--- config.mk ---
export PLATFORM = sky130hd
export DESIGN_NAME = hazard_scoreboard_unit_flat
export DESIGN_NICKNAME = d
export VERILOG_FILES = /design/src/rtl/hazard_scoreboard_unit_if.sv /design/src/rtl/hazard_scoreboard_unit.sv /design/src/flat_wrapper.sv
export SDC_FILE = /design/constraint.sdc
export NUM_CORES = 1
export LEC_CHECK = 0
export ABC_AREA = 1
export CORE_ASPECT_RATIO = 1.5
export CORE_MARGIN = 4
export CORE_UTILIZATION = 55
export CTS_CLUSTER_SIZE = 16
export DETAILED_ROUTE_END_ITERATION = 10
export GPL_TIMING_DRIVEN = 0
export PLACE_DENSITY = 0.83
export RECOVER_POWER = 25
export SLEW_MARGIN = 25
export SYNTH_ARGS = -nofsm -noshare
export SYNTH_HDL_FRONTEND = slang
export SYNTH_SLANG_ARGS = --single-unit
--- constraint.sdc ---
create_clock -name i_clk -period 9.08 [get_ports i_clk]
set_input_delay 1.362 -clock i_clk [delete_from_list [all_inputs] [get_ports i_clk]]
set_output_delay 1.362 -clock i_clk [all_outputs]
set_load 0.005 [all_outputs]
--- src/rtl/hazard_scoreboard_unit_if.sv ---
// Hazard scoreboard interface: ID/EX/WB hazard inputs from the pipeline and
// the stall/flush/scoreboard outputs returned to it. The pipeline side is the
// master, the hazard unit is the slave.
interface hazard_scoreboard_unit_if #(
   parameter int REG_ADDR_W      = 5,
   parameter int MAX_OUTSTANDING = 4,
   parameter int STALL_CNT_W     = 16
);
   localparam int NUM_REGS = 2 ** REG_ADDR_W;
   localparam int OUT_W    = $clog2(MAX_OUTSTANDING + 1);

   logic [REG_ADDR_W-1:0]  i_if_id_rs1;
   logic [REG_ADDR_W-1:0]  i_if_id_rs2;
   logic                   i_if_id_uses_rs1;
   logic                   i_if_id_uses_rs2;
   logic [REG_ADDR_W-1:0]  i_if_id_rd;
   logic                   i_if_id_is_long;
   logic [REG_ADDR_W-1:0]  i_id_ex_rd;
   logic                   i_id_ex_mem_read;
   logic                   i_ex_long_issue;
   logic                   i_wb_long_valid;
   logic [REG_ADDR_W-1:0]  i_wb_long_rd;
   logic                   i_ex_branch_taken;
   logic                   i_stall_cnt_clr;
   logic                   o_pc_write;
   logic                   o_if_id_write;
   logic                   o_control_stall;
   logic                   o_if_id_flush;
   logic                   o_id_ex_flush;
   logic [NUM_REGS-1:0]    o_busy_regs;
   logic [OUT_W-1:0]       o_outstanding;
   logic [STALL_CNT_W-1:0] o_stall_count;

   modport master (
      output i_if_id_rs1, i_if_id_rs2, i_if_id_uses_rs1, i_if_id_uses_rs2,
             i_if_id_rd, i_if_id_is_long, i_id_ex_rd, i_id_ex_mem_read,
             i_ex_long_issue, i_wb_long_valid, i_wb_long_rd,
             i_ex_branch_taken, i_stall_cnt_clr,
      input  o_pc_write, o_if_id_write, o_control_stall, o_if_id_flush,
             o_id_ex_flush, o_busy_regs, o_outstanding, o_stall_count
   );

   modport slave (
      input  i_if_id_rs1, i_if_id_rs2, i_if_id_uses_rs1, i_if_id_uses_rs2,
             i_if_id_rd, i_if_id_is_long, i_id_ex_rd, i_id_ex_mem_read,
             i_ex_long_issue, i_wb_long_valid, i_wb_long_rd,
             i_ex_branch_taken, i_stall_cnt_clr,
      output o_pc_write, o_if_id_write, o_control_stall, o_if_id_flush,
             o_id_ex_flush, o_busy_regs, o_outstanding, o_stall_count
   );
endinterface

--- src/rtl/hazard_scoreboard_unit.sv ---
// hazard_scoreboard_unit: ID-stage hazard control. Combines classic load-use
// detection with a per-register busy scoreboard for variable-latency ops,
// WAW and outstanding-op limits, taken-branch flush and a saturating stall
// counter. With SB_EN=0 only load-use detection and branch flush remain.
module hazard_scoreboard_unit #(
   parameter int REG_ADDR_W      = 5,
   parameter bit SB_EN           = 1'b1,
   parameter int MAX_OUTSTANDING = 4,
   parameter int STALL_CNT_W     = 16
) (
   input logic                     i_clk,
   input logic                     i_rst_n,
   hazard_scoreboard_unit_if.slave hz
);
   localparam int NUM_REGS = 2 ** REG_ADDR_W;
   localparam int OUT_W    = $clog2(MAX_OUTSTANDING + 1);
   localparam logic [REG_ADDR_W-1:0]  REG_X0   = {REG_ADDR_W{1'b0}};
   localparam logic [OUT_W-1:0]       OUT_MAX  = OUT_W'(MAX_OUTSTANDING);
   localparam logic [STALL_CNT_W-1:0] CNT_MAX  = {STALL_CNT_W{1'b1}};
   localparam logic [STALL_CNT_W-1:0] CNT_ONE  = STALL_CNT_W'(1'b1);
   localparam logic [STALL_CNT_W-1:0] CNT_ZERO = {STALL_CNT_W{1'b0}};

   // Number of set bits in a busy vector (ops that still own a register).
   function automatic int count_ones(input logic [NUM_REGS-1:0] vec);
      int n;
      n = 32'sd0;
      for (int i = 0; i < NUM_REGS; i++) begin
         n += int'(vec[i]);
      end
      return n;
   endfunction

   logic [NUM_REGS-1:0]    busy_r;
   logic [NUM_REGS-1:0]    busy_next_s;
   logic [NUM_REGS-1:0]    eff_busy_s;
   logic [OUT_W-1:0]       outstanding_r;
   logic [OUT_W-1:0]       next_out_s;
   logic [STALL_CNT_W-1:0] stall_cnt_r;
   int                     next_out_int_s;
   logic                   src1_s;
   logic                   src2_s;
   logic                   issue_s;
   logic                   retire_s;
   logic                   load_use_s;
   logic                   raw_s;
   logic                   waw_s;
   logic                   struct_haz_s;
   logic                   stall_s;

   // Hazard detection: load-use, scoreboard RAW/WAW and outstanding limit.
   always_comb begin
      src1_s  = hz.i_if_id_uses_rs1 && (hz.i_if_id_rs1 != REG_X0);
      src2_s  = hz.i_if_id_uses_rs2 && (hz.i_if_id_rs2 != REG_X0);
      issue_s = SB_EN && hz.i_ex_long_issue;

      load_use_s = hz.i_id_ex_mem_read && (hz.i_id_ex_rd != REG_X0) &&
                   ((src1_s && (hz.i_if_id_rs1 == hz.i_id_ex_rd)) ||
                    (src2_s && (hz.i_if_id_rs2 == hz.i_id_ex_rd)));

      // An op issuing this cycle already owns its rd; a WB this cycle is
      // forwarded, so its register is no longer a hazard.
      for (int r = 0; r < NUM_REGS; r++) begin
         eff_busy_s[r] = (busy_r[r] ||
                          (issue_s && (hz.i_id_ex_rd == REG_ADDR_W'(r)) && (r != 0))) &&
                         !(hz.i_wb_long_valid && (hz.i_wb_long_rd == REG_ADDR_W'(r)));
      end

      // rd==0 ops have no busy bit; they retire only if the count exceeds
      // the ops that still hold a busy bit.
      if (!SB_EN || !hz.i_wb_long_valid) begin
         retire_s = 1'b0;
      end else if (hz.i_wb_long_rd != REG_X0) begin
         retire_s = busy_r[hz.i_wb_long_rd];
      end else begin
         retire_s = int'(outstanding_r) > count_ones(busy_r);
      end

      next_out_int_s = int'(outstanding_r) + int'(issue_s) - int'(retire_s);
      if (next_out_int_s < 32'sd0) begin
         next_out_int_s = 32'sd0;
      end else if (next_out_int_s > MAX_OUTSTANDING) begin
         next_out_int_s = MAX_OUTSTANDING;
      end else begin
         next_out_int_s = next_out_int_s;
      end
      next_out_s = OUT_W'(next_out_int_s);

      raw_s = SB_EN && ((src1_s && eff_busy_s[hz.i_if_id_rs1]) ||
                        (src2_s && eff_busy_s[hz.i_if_id_rs2]));
      waw_s = SB_EN && hz.i_if_id_is_long && (hz.i_if_id_rd != REG_X0) &&
              eff_busy_s[hz.i_if_id_rd];
      struct_haz_s = SB_EN && hz.i_if_id_is_long && (next_out_s >= OUT_MAX);
      stall_s = load_use_s || raw_s || waw_s || struct_haz_s;
   end

   // Next busy vector: clear on writeback, then set on issue so set wins.
   always_comb begin
      busy_next_s = busy_r;
      if (SB_EN && hz.i_wb_long_valid) begin
         busy_next_s[hz.i_wb_long_rd] = 1'b0;
      end else begin
         busy_next_s = busy_next_s;
      end
      if (issue_s) begin
         busy_next_s[hz.i_id_ex_rd] = 1'b1;
      end else begin
         busy_next_s = busy_next_s;
      end
      busy_next_s[0] = 1'b0;
   end

   // Pipeline control: reset holds the pipe, flush overrides stall.
   always_comb begin
      if (!i_rst_n) begin
         hz.o_pc_write      = 1'b0;
         hz.o_if_id_write   = 1'b0;
         hz.o_control_stall = 1'b1;
         hz.o_if_id_flush   = 1'b0;
         hz.o_id_ex_flush   = 1'b0;
      end else if (hz.i_ex_branch_taken) begin
         hz.o_pc_write      = 1'b1;
         hz.o_if_id_write   = 1'b1;
         hz.o_control_stall = 1'b1;
         hz.o_if_id_flush   = 1'b1;
         hz.o_id_ex_flush   = 1'b1;
      end else begin
         hz.o_pc_write      = !stall_s;
         hz.o_if_id_write   = !stall_s;
         hz.o_control_stall = stall_s;
         hz.o_if_id_flush   = 1'b0;
         hz.o_id_ex_flush   = 1'b0;
      end
   end

   // Scoreboard state: busy bits and in-flight long-op count.
   always_ff @(posedge i_clk or negedge i_rst_n) begin
      if (!i_rst_n) begin
         busy_r        <= {NUM_REGS{1'b0}};
         outstanding_r <= {OUT_W{1'b0}};
      end else begin
         busy_r        <= busy_next_s;
         outstanding_r <= next_out_s;
      end
   end

   // Saturating stall-cycle counter; clear beats increment.
   always_ff @(posedge i_clk or negedge i_rst_n) begin
      if (!i_rst_n) begin
         stall_cnt_r <= CNT_ZERO;
      end else if (hz.i_stall_cnt_clr) begin
         stall_cnt_r <= CNT_ZERO;
      end else if (stall_s && !hz.i_ex_branch_taken && (stall_cnt_r != CNT_MAX)) begin
         stall_cnt_r <= stall_cnt_r + CNT_ONE;
      end else begin
         stall_cnt_r <= stall_cnt_r;
      end
   end

   assign hz.o_busy_regs   = busy_r;
   assign hz.o_outstanding = outstanding_r;
   assign hz.o_stall_count = stall_cnt_r;
endmodule

--- src/flat_wrapper.sv ---
// flat-port wrapper written by rule: the top's interface ports become plain ports
module hazard_scoreboard_unit_flat 
#(
   parameter int REG_ADDR_W      = 5,
   parameter bit SB_EN           = 1'b1,
   parameter int MAX_OUTSTANDING = 4,
   parameter int STALL_CNT_W     = 16
)
  (i_clk, i_rst_n, hz_i_if_id_rs1, hz_i_if_id_rs2, hz_i_if_id_uses_rs1, hz_i_if_id_uses_rs2, hz_i_if_id_rd, hz_i_if_id_is_long, hz_i_id_ex_rd, hz_i_id_ex_mem_read, hz_i_ex_long_issue, hz_i_wb_long_valid, hz_i_wb_long_rd, hz_i_ex_branch_taken, hz_i_stall_cnt_clr, hz_o_pc_write, hz_o_if_id_write, hz_o_control_stall, hz_o_if_id_flush, hz_o_id_ex_flush, hz_o_busy_regs, hz_o_outstanding, hz_o_stall_count);
  hazard_scoreboard_unit_if #(.REG_ADDR_W(REG_ADDR_W), .MAX_OUTSTANDING(MAX_OUTSTANDING), .STALL_CNT_W(STALL_CNT_W)) hz_i ();
  input logic i_clk;
  input logic i_rst_n;
  input wire logic [$bits(hz_i.i_if_id_rs1)-1:0] hz_i_if_id_rs1;
  input wire logic [$bits(hz_i.i_if_id_rs2)-1:0] hz_i_if_id_rs2;
  input wire logic [$bits(hz_i.i_if_id_uses_rs1)-1:0] hz_i_if_id_uses_rs1;
  input wire logic [$bits(hz_i.i_if_id_uses_rs2)-1:0] hz_i_if_id_uses_rs2;
  input wire logic [$bits(hz_i.i_if_id_rd)-1:0] hz_i_if_id_rd;
  input wire logic [$bits(hz_i.i_if_id_is_long)-1:0] hz_i_if_id_is_long;
  input wire logic [$bits(hz_i.i_id_ex_rd)-1:0] hz_i_id_ex_rd;
  input wire logic [$bits(hz_i.i_id_ex_mem_read)-1:0] hz_i_id_ex_mem_read;
  input wire logic [$bits(hz_i.i_ex_long_issue)-1:0] hz_i_ex_long_issue;
  input wire logic [$bits(hz_i.i_wb_long_valid)-1:0] hz_i_wb_long_valid;
  input wire logic [$bits(hz_i.i_wb_long_rd)-1:0] hz_i_wb_long_rd;
  input wire logic [$bits(hz_i.i_ex_branch_taken)-1:0] hz_i_ex_branch_taken;
  input wire logic [$bits(hz_i.i_stall_cnt_clr)-1:0] hz_i_stall_cnt_clr;
  output wire logic [$bits(hz_i.o_pc_write)-1:0] hz_o_pc_write;
  output wire logic [$bits(hz_i.o_if_id_write)-1:0] hz_o_if_id_write;
  output wire logic [$bits(hz_i.o_control_stall)-1:0] hz_o_control_stall;
  output wire logic [$bits(hz_i.o_if_id_flush)-1:0] hz_o_if_id_flush;
  output wire logic [$bits(hz_i.o_id_ex_flush)-1:0] hz_o_id_ex_flush;
  output wire logic [$bits(hz_i.o_busy_regs)-1:0] hz_o_busy_regs;
  output wire logic [$bits(hz_i.o_outstanding)-1:0] hz_o_outstanding;
  output wire logic [$bits(hz_i.o_stall_count)-1:0] hz_o_stall_count;
  assign hz_i.i_if_id_rs1 = hz_i_if_id_rs1;
  assign hz_i.i_if_id_rs2 = hz_i_if_id_rs2;
  assign hz_i.i_if_id_uses_rs1 = hz_i_if_id_uses_rs1;
  assign hz_i.i_if_id_uses_rs2 = hz_i_if_id_uses_rs2;
  assign hz_i.i_if_id_rd = hz_i_if_id_rd;
  assign hz_i.i_if_id_is_long = hz_i_if_id_is_long;
  assign hz_i.i_id_ex_rd = hz_i_id_ex_rd;
  assign hz_i.i_id_ex_mem_read = hz_i_id_ex_mem_read;
  assign hz_i.i_ex_long_issue = hz_i_ex_long_issue;
  assign hz_i.i_wb_long_valid = hz_i_wb_long_valid;
  assign hz_i.i_wb_long_rd = hz_i_wb_long_rd;
  assign hz_i.i_ex_branch_taken = hz_i_ex_branch_taken;
  assign hz_i.i_stall_cnt_clr = hz_i_stall_cnt_clr;
  assign hz_o_pc_write = hz_i.o_pc_write;
  assign hz_o_if_id_write = hz_i.o_if_id_write;
  assign hz_o_control_stall = hz_i.o_control_stall;
  assign hz_o_if_id_flush = hz_i.o_if_id_flush;
  assign hz_o_id_ex_flush = hz_i.o_id_ex_flush;
  assign hz_o_busy_regs = hz_i.o_busy_regs;
  assign hz_o_outstanding = hz_i.o_outstanding;
  assign hz_o_stall_count = hz_i.o_stall_count;
  hazard_scoreboard_unit #(.REG_ADDR_W(REG_ADDR_W), .SB_EN(SB_EN), .MAX_OUTSTANDING(MAX_OUTSTANDING), .STALL_CNT_W(STALL_CNT_W)) u_core (.i_clk(i_clk), .i_rst_n(i_rst_n), .hz(hz_i));
endmodule
Yosys cells after proc, flatten, opt, wreduce, memory -nomap -nowiden
Index checks and enable logic that the tools add are counted.

Word-level logic and storage cells: 324. RAM bits: 0. Memories kept: 0. Memory bits (read-only): 0. Output and inout port bits: 56. Bits in latches: 0. Register bits: 50.

Eq/ne operators: 65. $add $sub $neg: 33. Shifts and indexed selects: 0. Multiply operators: 0. Reductions and logical operators: 183. Div/mod/pow operators: 0. Magnitude comparators: 11. Mux-type cells: 26. Bitwise operators: 3.

Operator list (count): adder 32 x 2 -> 32 bit (29); equality test 5 bit (second input constant) (32); logical AND 1 bit (108); equality test 5 x 4 -> 1 bit (second input constant) (16); 2-to-1 mux 32 bit (2); equality test 5 x 3 -> 1 bit (second input constant) (8); logical OR 1 bit (36); logical NOT 1 bit (33); bitwise AND 32 bit (1); > comparator 32 x 4 -> 1 bit (second input constant) (1); > comparator 4 x 32 -> 1 bit (1); less-than comparator 32 x 1 -> 1 bit (second input constant) (1); 2-to-1 mux 16 bit (2); NOT 32 bit (1); bitwise OR 32 bit (1); less-than comparator 5 x 6 -> 1 bit (second input constant) (5); nonzero test 5 bit (5); binary-select mux 1 bit (select 5 bit) (4); equality test 5 x 2 -> 1 bit (second input constant) (4); adder 16 x 1 -> 16 bit (second input constant) (1); != test 16 bit (second input constant) (1); 2-to-1 mux 1 bit (14); demux 1 bit (select 5 bit) (2); equality test 5 x 1 -> 1 bit (second input constant) (2); 8 further kinds (11).

Depth between registers and ports, before layout
Depth after elaboration: 44. Mapped depth: 39.

Least setup slack after synthesis
OpenSTA, ideal clock, no wires.

Kind: flip-flop to output port. Start: register u_core.busy_r[2] (netlist: u_core.hz.o_busy_regs[2]). End: output hz_o_pc_write. Slack: 557 ps. Path buffers: 1. Cell stages (with the launch flop): 33. Arrival: 7161 ps. Cell sequence: dfrtp_1 -> ha_1 -> inv_1 -> fa_1 -> fa_1 -> fa_1 -> fa_1 -> fa_1 -> fa_1 -> inv_1 -> ha_1 -> fa_1 -> xnor2_1 -> ha_1 -> a311oi_1 -> nand4_1 -> nand2_1 -> nand2_1 -> o21ai_0 -> ha_1 -> inv_1 -> ha_1 -> inv_1 -> fa_1 -> xor2_1 -> o21ai_0 -> inv_1 -> nand2_1 -> nand2_1 -> inv_1 -> nand4_4 -> o21ai_0 -> buf_4.

RTL lines: start: declaration (line hazard_scoreboard_unit.sv:33) `logic [NUM_REGS-1:0] busy_r;`; start signal: assignment (line hazard_scoreboard_unit.sv:138) `busy_r <= {NUM_REGS{1'b0}};`; start signal: assignment (line hazard_scoreboard_unit.sv:141) `busy_r <= busy_next_s;`; end: declaration (line flat_wrapper.sv:26) `output wire logic [$bits(hz_i.o_pc_write)-1:0] hz_o_pc_write;`.

==> metrics.md <==
| Metric | Value |
|---|---|
| Hold worst-path end | u_core.hz.o_busy_regs[20] |
| Largest net degree at the start of global routing | 53 |
| R2R Path End | u_core.hz.o_stall_count[11] |
| Post-layout min period | 9.20 ns |
| Largest family of logic cells by synthesized area | simple AND/OR/NAND/NOR gates |
| Via density | 5.96 |
| Max stage delay on crit path | 0.58 ns |
| Avg WL per Cell | 20.2 um |
| Number of global-route vias before repair | 6058 |
| CTS clock-pin slew for the worst setup and hold paths | 0.08 ns |
| Post-route DRC | 0 |
| Antenna fix cells | 0 |
| Worst r2r src | u_core.hz.o_busy_regs[2] |
| Async SR Flop Fraction | between 90% and 100% |
| HP Start | u_core.hz.o_busy_regs[20] |
| Clock Sinks | 50 |
| Via count | around 6300 |
| Layout area overhead | 23.2% |
| Final GP Congestion | between 1 and 1.5 |
| Worst hold path type | flip-flop to flip-flop |
| RSZ-0062 raised after global routing | true |
| Endpoints failing setup | 3 |
| CP arrival | just under 8 ns |
| Hold depth | 2 |
| Synth Area in Compound Gates | 5.08% |
| Sequential cell area fraction in the yosys report | between 20 and 25% |
| FF-to-FF setup slack | around 1.2 ns |
| Drt first pass iters | 6 |
| Final Hold Viols | 0 |
| Hpwl dp | 16400 um |
| Share of cells above drive strength 1 | between 10% and 20% |
| I/O pin count | between 90 and 100 |
| Syn Area/Cell | 6.61 sq um |
| Synth warn | 0 |
| Simple-gate area share of the yosys netlist | around 44% |
| Post-synthesis mux area share | 0% |
| Die ar. | 11700 sq um |
| Leak | 0.00344 uW |
| Clock skew | between 0.009 and 0.01 ns |
| Reg2reg path depth | 36 |
| Syn Inst Count | around 830 |
| Kind of critical path | flip-flop to output pin |
| EDFF count, synth | 0 |
| Layout Nets | around 1000 |
| Fmax achieved | approximately 110 MHz |
| Post-DRT Antenna Nets | 0 |
| Die X | 89.8 um |
| Final WS setup | -0.116 ns |
| Seq cells post-synth | 50 |
| Synthesized Nets | just over 900 |
| Grt ovf | 0 |
| Clock Latency Late Sink | ~0.3 ns |
| CTS tree | done |
| Wirelength, routed | between 20000 and 25000 um |
| Synth cell types | 37 |
| CP Launch Type | flip-flop |
| Synth Area in Adders | between 10% and 20% |
| Failing checks | negative setup slack |
| Max-slew headroom | between 50% and 60% |
| Worst hold slack | 0.548 ns |
| IO Port Bufs | between 70 and 80 |
| Clock Path Buffers | 2 |
| Initial antenna violation count | 0 |
| Max Slew Vio Count | 0 |
| Synthesized area | roughly 5500 sq um |
| Starting Density | between 50% and 60% |
| Worst-path fanout max | 3 |
| Pwr Total | between 3000 and 4000 uW |
| Initial DRC Count | about 730 |
| First-pass GRT wire length | 32800 um |
| MaxCap Viol Count | 0 |
| Type of destination of the critical path | output pin |
| Slowest CP cell | fa_1 |
| GRT Total Usage | between 30% and 40% |
| Root Buffer | clkbuf_16 |
| Outcome | complete, but fails checks |
| Filler cell count | roughly 880 |
| Die height | ~130 um |
| Pwr dens | 508 nW/um^2 |
| Tightest Pin Transition | just under 0.7 ns |
| Non-filler cells, final | 1049 |
| Core area | slightly below 10000 sq um |
| XOR/XNOR share of the synthesized area | ~3.5% |
| Rows | 44 |
| CTS Buf Count | 5 |
| H-tree depth | 2 |
| Maximum vdd drop | 1.52 mV |
| CP Launch Point | u_core.hz.o_busy_regs[2] |
| Post-Place Cells | between 1000 and 1500 |
| Ys flop type | dfrtp_1 |
| Critical Path RT | 7.72 ns |
| Period utilisation layout | 101% |
==> cell usage in the layout (no fill, tap or decap), drive strengths merged, types with 2 or more instances in the layout <==
cell / instances
o22ai: 14
ha: 18
nor2: 61
a21oi: 7
inv: 127
xnor2: 8
dfrtp: 50
clkdlybuf4s50: 75
xor2: 14
clkbuf: 10
nand4: 22
o21ai: 18
fa: 24
clkinv: 2
nor3: 8
buf: 45
nand2: 223
nand3: 196
nor4: 3
==> metal layers <==
metal  track usage, %  wire length, um  up-vias
li1                 -                -     2894
met4             24.9             1630        0
met3             7.04             1750       99
met5                0                0        -
met1             39.8             7460     2886
met2             63.5            10400      372
==> critical path: cells and delay by family (launching register included) <==
family | cells | cell delay (ns)
AOI/OAI and AO/OA | 3 | 0.52
adders and majority gates | 13 | 4.99
xor gates and xnor gates | 2 | 0.30
DFF | 1 | 0.46
buffers and inverters | 8 | 0.59
and+or+nand+nor | 8 | 0.67
==> through the flow <==
stage               util [%]  setup TNS [ns]  worst slack (ns)  instance area [sq um]
finish                  69.7          -0.199            -0.116                   6790
global route            69.7          -0.959            -0.356                   6790
CTS                     69.1         -0.0369           -0.0307                   6740
detailed placement      66.2           -2.07            -0.742                   6450
global placement        66.2           -1.96            -0.692                   6450
floorplan                  -               0             0.557                   5510
==> power breakdown <==
group | switching [uW] | total [uW] | leakage (uW) | internal [uW]
clock | 97.9 | 230 | 0.0000844 | 132
combinational | 1610 | 2900 | 0.00272 | 1290
sequential | 60.6 | 322 | 0.000636 | 262
total | 1760 | 3450 | 0.00344 | 1690
==> sequential cells by signal (all words and copies together), names as in the netlist <==
name	cells
u_core.hz.o_outstanding	3
u_core.hz.o_stall_count	16
u_core.hz.o_busy_regs	31
==> worst max path at each step <==
stage / to / slack, ns
after floorplan: hz_o_pc_write / 0.56
after global placement: hz_o_pc_write / -0.69
after detailed placement: hz_o_pc_write / -0.74
after CTS: hz_o_control_stall / -0.03
after global routing: hz_o_control_stall / -0.36
final: hz_o_control_stall / -0.12
==> timing repair <==
item,4_1_cts,5_1_grt
pin swaps,21,16
buffers inserted,8,5
hold buffers,0,0
setup endpoints to repair,3,3
endpoints found under the hold margin,0,0
resized for setup,38,5
==> kinds of logic (layout without fill, tap and decap cells) <==
group           Yosys count  count (layout)
simple gates            513             513
flops                    50              50
fa+ha+maj                42              42
compound gates           46              46
xor+xnor                 22              22
other cells               1               1
buf+inv                 160             260
==> final cells by class <==
cell class	count	area (sq um)	area share, %
sequential	50	1250	18.5
buffer	33	204	3.00
tap	115	144	2.12
inverter	127	477	7.02
clock inverter	3	47.5	0.700
clock buffer	5	125	1.84
timing repair buffer	92	877	12.9
multi-input combinational	624	3660	53.9
==> cell usage after synthesis, types with 2 or more instances <==
cell type  number  area [sq um]
nand2_1       212           796
nand3_1       185           926
inv_1         120           450
dfrtp_1        50          1250
nor2_1         46           173
fa_1           24           480
nand4_1        21           131
ha_1           18           225
o21ai_0        16          80.1
o22ai_1        14          87.6
xor2_1         14           123
buf_2          13          65.1
nand2_2        11          68.8
nand3_2        11           110
nor2_2         11          68.8
buf_4           8          60.1
xnor2_1         8          70.1
a21oi_1         7          35.0
nor3_1          7          35.0
inv_2           6          22.5
clkbuf_1        5          18.8
buf_6           4          45.0
nor2_4          4          45.0
buf_1           3          11.3
nor4_1          3          18.8
o21ai_1         2          10.0
Power figures use the tool's default switching activity.
